`src/rtl/dffrsnq_bank_driver.sv`:
```
// Sequences set / clear / load / check operations on a bank of set-reset flops
// and returns the Q readback together with a compare against the expected value.
module dffrsnq_bank_driver #(
   parameter int unsigned WIDTH      = 8,
   parameter int unsigned PULSE_CYC  = 2,
   parameter int unsigned SETTLE_CYC = 1
) (
   input  logic             CLK,
   input  logic             RST,
   input  logic             cmd_valid,
   output logic             cmd_ready,
   input  logic [1:0]       cmd_op,
   input  logic [WIDTH-1:0] cmd_data,
   output logic             SETN_o,
   output logic             RN_o,
   output logic [WIDTH-1:0] D_o,
   output logic             CKE,
   input  logic [WIDTH-1:0] Q_i,
   output logic             rsp_valid,
   input  logic             rsp_ready,
   output logic             rsp_pass,
   output logic [WIDTH-1:0] rsp_q,
   output logic [15:0]      err_cnt
);

   localparam int unsigned CNT_MAX   = (PULSE_CYC > SETTLE_CYC) ? PULSE_CYC : SETTLE_CYC;
   localparam int unsigned CNT_W     = $clog2(CNT_MAX + 1);
   localparam int unsigned ERR_W     = 16;
   localparam int unsigned PULSE_LD  = (PULSE_CYC > 0) ? PULSE_CYC - 1 : 0;
   localparam int unsigned SETTLE_LD = (SETTLE_CYC > 0) ? SETTLE_CYC - 1 : 0;

   localparam logic [1:0] OP_LOAD  = 2'd0;
   localparam logic [1:0] OP_SET   = 2'd1;
   localparam logic [1:0] OP_CLR   = 2'd2;
   localparam logic [1:0] OP_CHECK = 2'd3;

   typedef enum logic [2:0] {
      IDLE,
      ASSERT,
      RELEASE,
      SETUP,
      CLOCK,
      SAMPLE,
      RESP
   } state_t;

   state_t             state, state_nxt;
   logic [1:0]         op_q, op_nxt;
   logic [WIDTH-1:0]   exp_q, exp_nxt;
   logic [CNT_W-1:0]   cnt, cnt_nxt;
   logic               setn_nxt, rn_nxt, cke_nxt;
   logic [WIDTH-1:0]   d_nxt;
   logic               rsp_valid_nxt, rsp_pass_nxt;
   logic [WIDTH-1:0]   rsp_q_nxt;
   logic [ERR_W-1:0]   err_nxt;

   assign cmd_ready = (state == IDLE);

   // State register and registered bank / response outputs
   always_ff @(posedge CLK) begin
      if (RST) begin
         state     <= IDLE;
         op_q      <= OP_LOAD;
         exp_q     <= '0;
         cnt       <= '0;
         SETN_o    <= 1'b1;
         RN_o      <= 1'b1;
         D_o       <= '0;
         CKE       <= 1'b0;
         rsp_valid <= 1'b0;
         rsp_pass  <= 1'b0;
         rsp_q     <= '0;
         err_cnt   <= '0;
      end else begin
         state     <= state_nxt;
         op_q      <= op_nxt;
         exp_q     <= exp_nxt;
         cnt       <= cnt_nxt;
         SETN_o    <= setn_nxt;
         RN_o      <= rn_nxt;
         D_o       <= d_nxt;
         CKE       <= cke_nxt;
         rsp_valid <= rsp_valid_nxt;
         rsp_pass  <= rsp_pass_nxt;
         rsp_q     <= rsp_q_nxt;
         err_cnt   <= err_nxt;
      end
   end

   // Next-state and next-output logic
   always_comb begin
      state_nxt     = state;
      op_nxt        = op_q;
      exp_nxt       = exp_q;
      cnt_nxt       = cnt;
      d_nxt         = D_o;
      rsp_valid_nxt = rsp_valid;
      rsp_pass_nxt  = rsp_pass;
      rsp_q_nxt     = rsp_q;
      err_nxt       = err_cnt;

      case (state)
         IDLE: begin
            if (cmd_valid) begin
               op_nxt = cmd_op;
               case (cmd_op)
                  OP_SET: begin
                     exp_nxt   = '1;
                     cnt_nxt   = CNT_W'(PULSE_LD);
                     state_nxt = ASSERT;
                  end
                  OP_CLR: begin
                     exp_nxt   = '0;
                     cnt_nxt   = CNT_W'(PULSE_LD);
                     state_nxt = ASSERT;
                  end
                  OP_LOAD: begin
                     exp_nxt   = cmd_data;
                     d_nxt     = cmd_data;
                     state_nxt = SETUP;
                  end
                  default: begin
                     exp_nxt   = cmd_data;
                     state_nxt = SAMPLE;
                  end
               endcase
            end
         end
         ASSERT: begin
            if (cnt == '0) begin
               if (SETTLE_CYC == 0) begin
                  state_nxt = SAMPLE;
               end else begin
                  cnt_nxt   = CNT_W'(SETTLE_LD);
                  state_nxt = RELEASE;
               end
            end else begin
               cnt_nxt = cnt - CNT_W'(1);
            end
         end
         RELEASE: begin
            if (cnt == '0) begin
               state_nxt = SAMPLE;
            end else begin
               cnt_nxt = cnt - CNT_W'(1);
            end
         end
         SETUP: begin
            state_nxt = CLOCK;
         end
         CLOCK: begin
            if (SETTLE_CYC == 0) begin
               state_nxt = SAMPLE;
            end else begin
               cnt_nxt   = CNT_W'(SETTLE_LD);
               state_nxt = RELEASE;
            end
         end
         SAMPLE: begin
            rsp_q_nxt     = Q_i;
            rsp_pass_nxt  = (Q_i == exp_q);
            rsp_valid_nxt = 1'b1;
            if ((Q_i != exp_q) && (err_cnt != '1)) begin
               err_nxt = err_cnt + ERR_W'(1);
            end
            state_nxt = RESP;
         end
         RESP: begin
            if (rsp_ready) begin
               rsp_valid_nxt = 1'b0;
               state_nxt     = IDLE;
            end
         end
         default: begin
            state_nxt = IDLE;
         end
      endcase

      // Pins follow the state being entered so they are valid for its whole duration
      setn_nxt = !((state_nxt == ASSERT) && (op_nxt == OP_SET));
      rn_nxt   = !((state_nxt == ASSERT) && (op_nxt == OP_CLR));
      cke_nxt  = (state_nxt == CLOCK);
   end

endmodule

```
`config.mk`:
```
export PLATFORM = sky130hd
export DESIGN_NAME = dffrsnq_bank_driver
export DESIGN_NICKNAME = d
export VERILOG_FILES = /design/src/rtl/dffrsnq_bank_driver.sv
export SDC_FILE = /design/constraint.sdc
export NUM_CORES = 1
export LEC_CHECK = 0
export CAP_MARGIN = 20
export CORE_ASPECT_RATIO = 1.4
export CORE_MARGIN = 4
export CORE_UTILIZATION = 45
export CTS_CLUSTER_DIAMETER = 50
export CTS_CLUSTER_SIZE = 20
export DETAILED_ROUTE_END_ITERATION = 10
export HOLD_SLACK_MARGIN = 0.03
export PLACE_DENSITY = 0.8
export SLEW_MARGIN = 15
export SYNTH_ARGS = -nofsm -noshare
export SYNTH_HDL_FRONTEND = slang
export SYNTH_SLANG_ARGS = --single-unit
```
`constraint.sdc`:
```
create_clock -name CLK -period 1.79 [get_ports CLK]
set_input_delay 0.4475 -clock CLK [delete_from_list [all_inputs] [get_ports CLK]]
set_output_delay 0.4475 -clock CLK [all_outputs]
set_load 0.005 [all_outputs]
```
==> flow_results.xml <==
<?xml version="1.0" encoding="UTF-8"?>
<metrics>
  <group name="floorplanning">
    <metric name="chipHeight" unit="µm">96.46</metric>
    <metric name="fp.coreArea" unit="µm²">5314</metric>
    <metric name="design.portCount" unit="">60</metric>
    <metric name="initial_utilization" unit="">0.4733</metric>
    <metric name="fp-row-count" unit="">31</metric>
    <metric name="die_area" unit="µm²">6866</metric>
    <metric name="dieWidth" unit="µm">71.18</metric>
  </group>
  <group name="timing">
    <metric name="postLayoutSetupSlackWorst" unit="ns">-0.08278</metric>
    <metric name="slew_at_the_pin_with_the_worst_max_slew_slack" unit="ns">0.3599</metric>
    <metric name="final_slew_viol_count" unit="">0</metric>
    <metric name="report.final.hold_viol_count" unit="">0</metric>
    <metric name="finalSetupViolCount" unit="">11</metric>
    <metric name="setup_total_negative_slack" unit="ns">-0.4338</metric>
    <metric name="timing.slew.headroom" unit="">0.7581</metric>
    <metric name="clock.fmax" unit="MHz">534.0</metric>
    <metric name="rsz_0062_raised_after_global_routing" unit="">true</metric>
    <metric name="period_share" unit="">1.046</metric>
    <metric name="final_period_minus_worst_setup_slack" unit="ns">1.873</metric>
    <metric name="final.hold.worst_slack" unit="ns">0.4667</metric>
    <metric name="setup_clock_skew_after_layout" unit="ns">0.004439</metric>
  </group>
  <group name="worst_setup_path">
    <metric name="start_kind" unit="">primary input</metric>
    <metric name="cp_data_required_time" unit="ns">1.98</metric>
    <metric name="worstPathArrival" unit="ns">2.07</metric>
    <metric name="critical_path_class" unit="">primary input to register</metric>
    <metric name="cp_max_fo" unit="">8</metric>
    <metric name="type_of_destination_of_the_critical_path" unit="">register</metric>
  </group>
  <group name="yosys">
    <metric name="ys_seq_area_frac" unit="">0.4139</metric>
    <metric name="synthCells" unit="">290</metric>
    <metric name="average_size_of_a_mapped_cell" unit="µm²">8.672</metric>
    <metric name="synth_largest_area_cell" unit="">dfxtp_1</metric>
    <metric name="post_synth_edffs" unit="">0</metric>
    <metric name="synth_top_area_frac" unit="">0.4139</metric>
    <metric name="synth.yosys.warnings" unit="">0</metric>
    <metric name="postSynth.asyncResetShare" unit="">0</metric>
    <metric name="synth.ff_latch_count" unit="">52</metric>
    <metric name="synthesis.area" unit="µm²">2515</metric>
    <metric name="yosys-top-cells-area" unit="">dfxtp_1 41%, a21oi_1 7.8%, nor2_1 4.5%</metric>
    <metric name="synth_flop_cell" unit="">dfxtp_1</metric>
    <metric name="synth_cell_types" unit="">46</metric>
    <metric name="nets_in_the_synthesized_netlist" unit="">319</metric>
  </group>
  <group name="power_and_ir_drop">
    <metric name="clockPowerShare" unit="">0.199</metric>
    <metric name="fin_total_pwr" unit="W">0.004022</metric>
    <metric name="switch_pwr" unit="W">0.001351</metric>
    <metric name="ir_worst_vdd" unit="V">0.0009052</metric>
    <metric name="sw_frac_of_total" unit="">0.3360</metric>
    <metric name="sequentialPowerShare" unit="">0.364</metric>
    <metric name="leakage" unit="nW">1.507</metric>
    <metric name="p_per_area" unit="nW/µm²">1021</metric>
    <metric name="combinationalPowerShare" unit="">0.437</metric>
    <metric name="intPower" unit="W">0.002671</metric>
  </group>
  <group name="layout">
    <metric name="final_nets" unit="">416</metric>
    <metric name="post-route-util" unit="">0.7415</metric>
    <metric name="n_fill_cell" unit="">373</metric>
    <metric name="syn2layout_area_growth" unit="%">56.67</metric>
    <metric name="final_layout_size_suffix_gt1_frac" unit="">0.2938</metric>
  </group>
  <group name="global_routing">
    <metric name="grt_max_degree" unit="">34</metric>
    <metric name="antenna_violations_before_repair" unit="">1</metric>
    <metric name="grt_pass1_wl" unit="µm">11180</metric>
    <metric name="grt_pass1_vias" unit="">2576</metric>
    <metric name="grt_overflow_total" unit="">0</metric>
    <metric name="track_usage" unit="">0.2024</metric>
  </group>
  <group name="route">
    <metric name="drt_first_pass_iters" unit="">4</metric>
    <metric name="postRouteAntennaNets" unit="">0</metric>
    <metric name="final_wl" unit="µm">6945</metric>
    <metric name="detail_route.iter0.violations" unit="">90</metric>
    <metric name="drt-vias-per-instance" unit="">5.536</metric>
    <metric name="route.detailed.wl_per_inst" unit="µm">15.26</metric>
    <metric name="via_count_of_the_routed_design" unit="">2519</metric>
    <metric name="drc" unit="">0</metric>
  </group>
  <group name="cts">
    <metric name="cts_tree" unit="">yes</metric>
    <metric name="cts-buffers-inserted" unit="">5</metric>
    <metric name="ctsHoldBuffers" unit="">0</metric>
    <metric name="cts.reportedPaths.clkPinSlew" unit="ns">0.09</metric>
    <metric name="number_of_sinks_on_the_clock_net" unit="">52</metric>
    <metric name="cts_root_buffer" unit="">clkbuf_8</metric>
    <metric name="clock_latency_reported_for_the_late_side_of_the_worst_skew_pair" unit="ns">0.30</metric>
    <metric name="htree_num_levels" unit="">2</metric>
    <metric name="clockBufferDepth" unit="">2</metric>
  </group>
  <group name="status">
    <metric name="failed_checks" unit="">negative setup slack</metric>
    <metric name="run_status" unit="">finished, violations left</metric>
  </group>
  <group name="place">
    <metric name="dp_hpwl" unit="µm">4749</metric>
    <metric name="port-buffer-count" unit="">59</metric>
    <metric name="routabilityCongestion" unit="">0.7766</metric>
  </group>
  <group name="flow_run">
    <metric name="count_of_maximum_capacitance_violations" unit="">0</metric>
  </group>
  <group name="hold_path">
    <metric name="class_of_the_tightest_hold_or_removal_check" unit="">register to register</metric>
  </group>
</metrics>
## per-stage QoR
stage | instances | setup WS (ns) | cell area, µm²
after floorplan | 290 | 0.003041 | 2561
after global placement | 438 | -0.5434 | 3510
after detailed placement | 438 | -0.6603 | 3510
after CTS | 450 | -0.007895 | 3769
after global routing | 455 | -0.08817 | 3940
final | 455 | -0.08278 | 3940
## synthesized netlist by cell type, types with 2 or more instances
cell	number
dfxtp_1	52
a21oi_1	39
nor2_1	30
nand2_1	18
nand3_1	16
mux2i_1	11
clkbuf_1	9
o31ai_1	9
or4_1	9
a211oi_1	8
inv_1	8
ha_1	7
nor2b_1	7
xor2_1	6
buf_2	4
mux2_1	4
nor3_1	4
nor4_1	4
o21ai_0	4
or3_1	4
and2_1	3
buf_1	3
and3_1	2
and4_1	2
buf_6	2
nand4_1	2
nor3b_1	2
or3b_1	2
xnor2_1	2
## cells in the final DEF (no fill, tap or decap), drive strengths merged, types with 8 or more instances in the layout
| master | n |
|---|---|
| a211oi | 8 |
| nand3 | 16 |
| mux2i | 11 |
| inv | 9 |
| a21oi | 39 |
| nor2 | 31 |
| buf | 49 |
| o31ai | 9 |
| dfxtp | 52 |
| nand2 | 18 |
| or4 | 9 |
| clkdlybuf4s50 | 47 |
## kinds of logic (layout without fill, tap and decap cells)
logic type               count (synthesis)  count (layout)  synth area share
XOR/XNOR                                 8               8           0.02786
multiplexers                            15              15           0.06169
AO/OA/AOI/OAI                           67              67            0.1597
other                                    0               1                 0
AND/OR/NAND/NOR                        113             113            0.2507
buffers and inverters                   28             126           0.05124
adder cells (fa/ha/maj)                  7               7           0.03482
flip-flops                              52              52            0.4139
## worst max-delay path: stages
cell and delay, ns:
dlygate4sd2_1 0.25, xor2_1 0.15, nor4_2 0.38, a41o_4 0.34, buf_12 0.15, nor4_4 0.05
mux2_4 0.29
## worst paths after layout
check | from | end | slack (ns) | depth (start not counted)
max | Q_i[1] | err_cnt[5]$_SDFFE_PP0P_ | -0.08 | 7
min | D_o[6]$_SDFFE_PP0P_ | D_o[6]$_SDFFE_PP0P_ | 0.47 | 2
max reg2reg | exp_q[0]$_SDFFE_PP0P_ | err_cnt[5]$_SDFFE_PP0P_ | -0.07 | 6
min reg2reg | D_o[6]$_SDFFE_PP0P_ | D_o[6]$_SDFFE_PP0P_ | 0.47 | 2
## what timing repair did
| item | 4_1_cts | 5_1_grt |
|---|---|---|
| pin swaps | 18 | 15 |
| gates resized for setup | 42 | 32 |
| setup endpoints to repair | 20 | 21 |
| gates cloned | 2 | 1 |
| setup buffers | 2 | 3 |
## power groups by stage
stage | Sequential (W) | Clock [W] | Combinational [W]
final | 0.00146 | 0.000801 | 0.00176
after global routing | 0.00148 | 0.000865 | 0.00194
after detailed placement | 0.00149 | 0 | 0.00152
after floorplan | 0.00146 | 0 | 0.000887
after CTS | 0.00148 | 0.000820 | 0.00164
after global placement | 0.00149 | 0 | 0.00147
## flip-flops by register name, indices dropped and copies added, names as in the netlist
name / count
RN_o: 1
SETN_o: 1
op_q: 2
rsp_valid: 1
CKE: 1
err_cnt: 16
cnt: 2
D_o: 8
rsp_q: 8
rsp_pass: 1
state: 3
exp_q: 8
## routing by layer
metal  share of wire  GRT usage  vias up
li1                -          -     1231
met4           0.027     0.1144        0
met5               0          0        -
met1            0.38     0.2102     1208
met2            0.55     0.3796       66
met3           0.037    0.03520       14
## final cells by class
| cell class | count | area, µm² | area share |
|---|---|---|---|
| antenna | 1 | 2.502 | 0.0006351 |
| clock buffer | 5 | 68.82 | 0.01747 |
| clock inverter | 3 | 42.54 | 0.01080 |
| inverter | 9 | 33.78 | 0.008574 |
| multi-input combinational | 210 | 1550 | 0.3935 |
| sequential | 52 | 1062 | 0.2696 |
| tap | 66 | 82.58 | 0.02096 |
| timing repair buffer | 109 | 1097 | 0.2785 |
(Power assumes the default switching activity.)
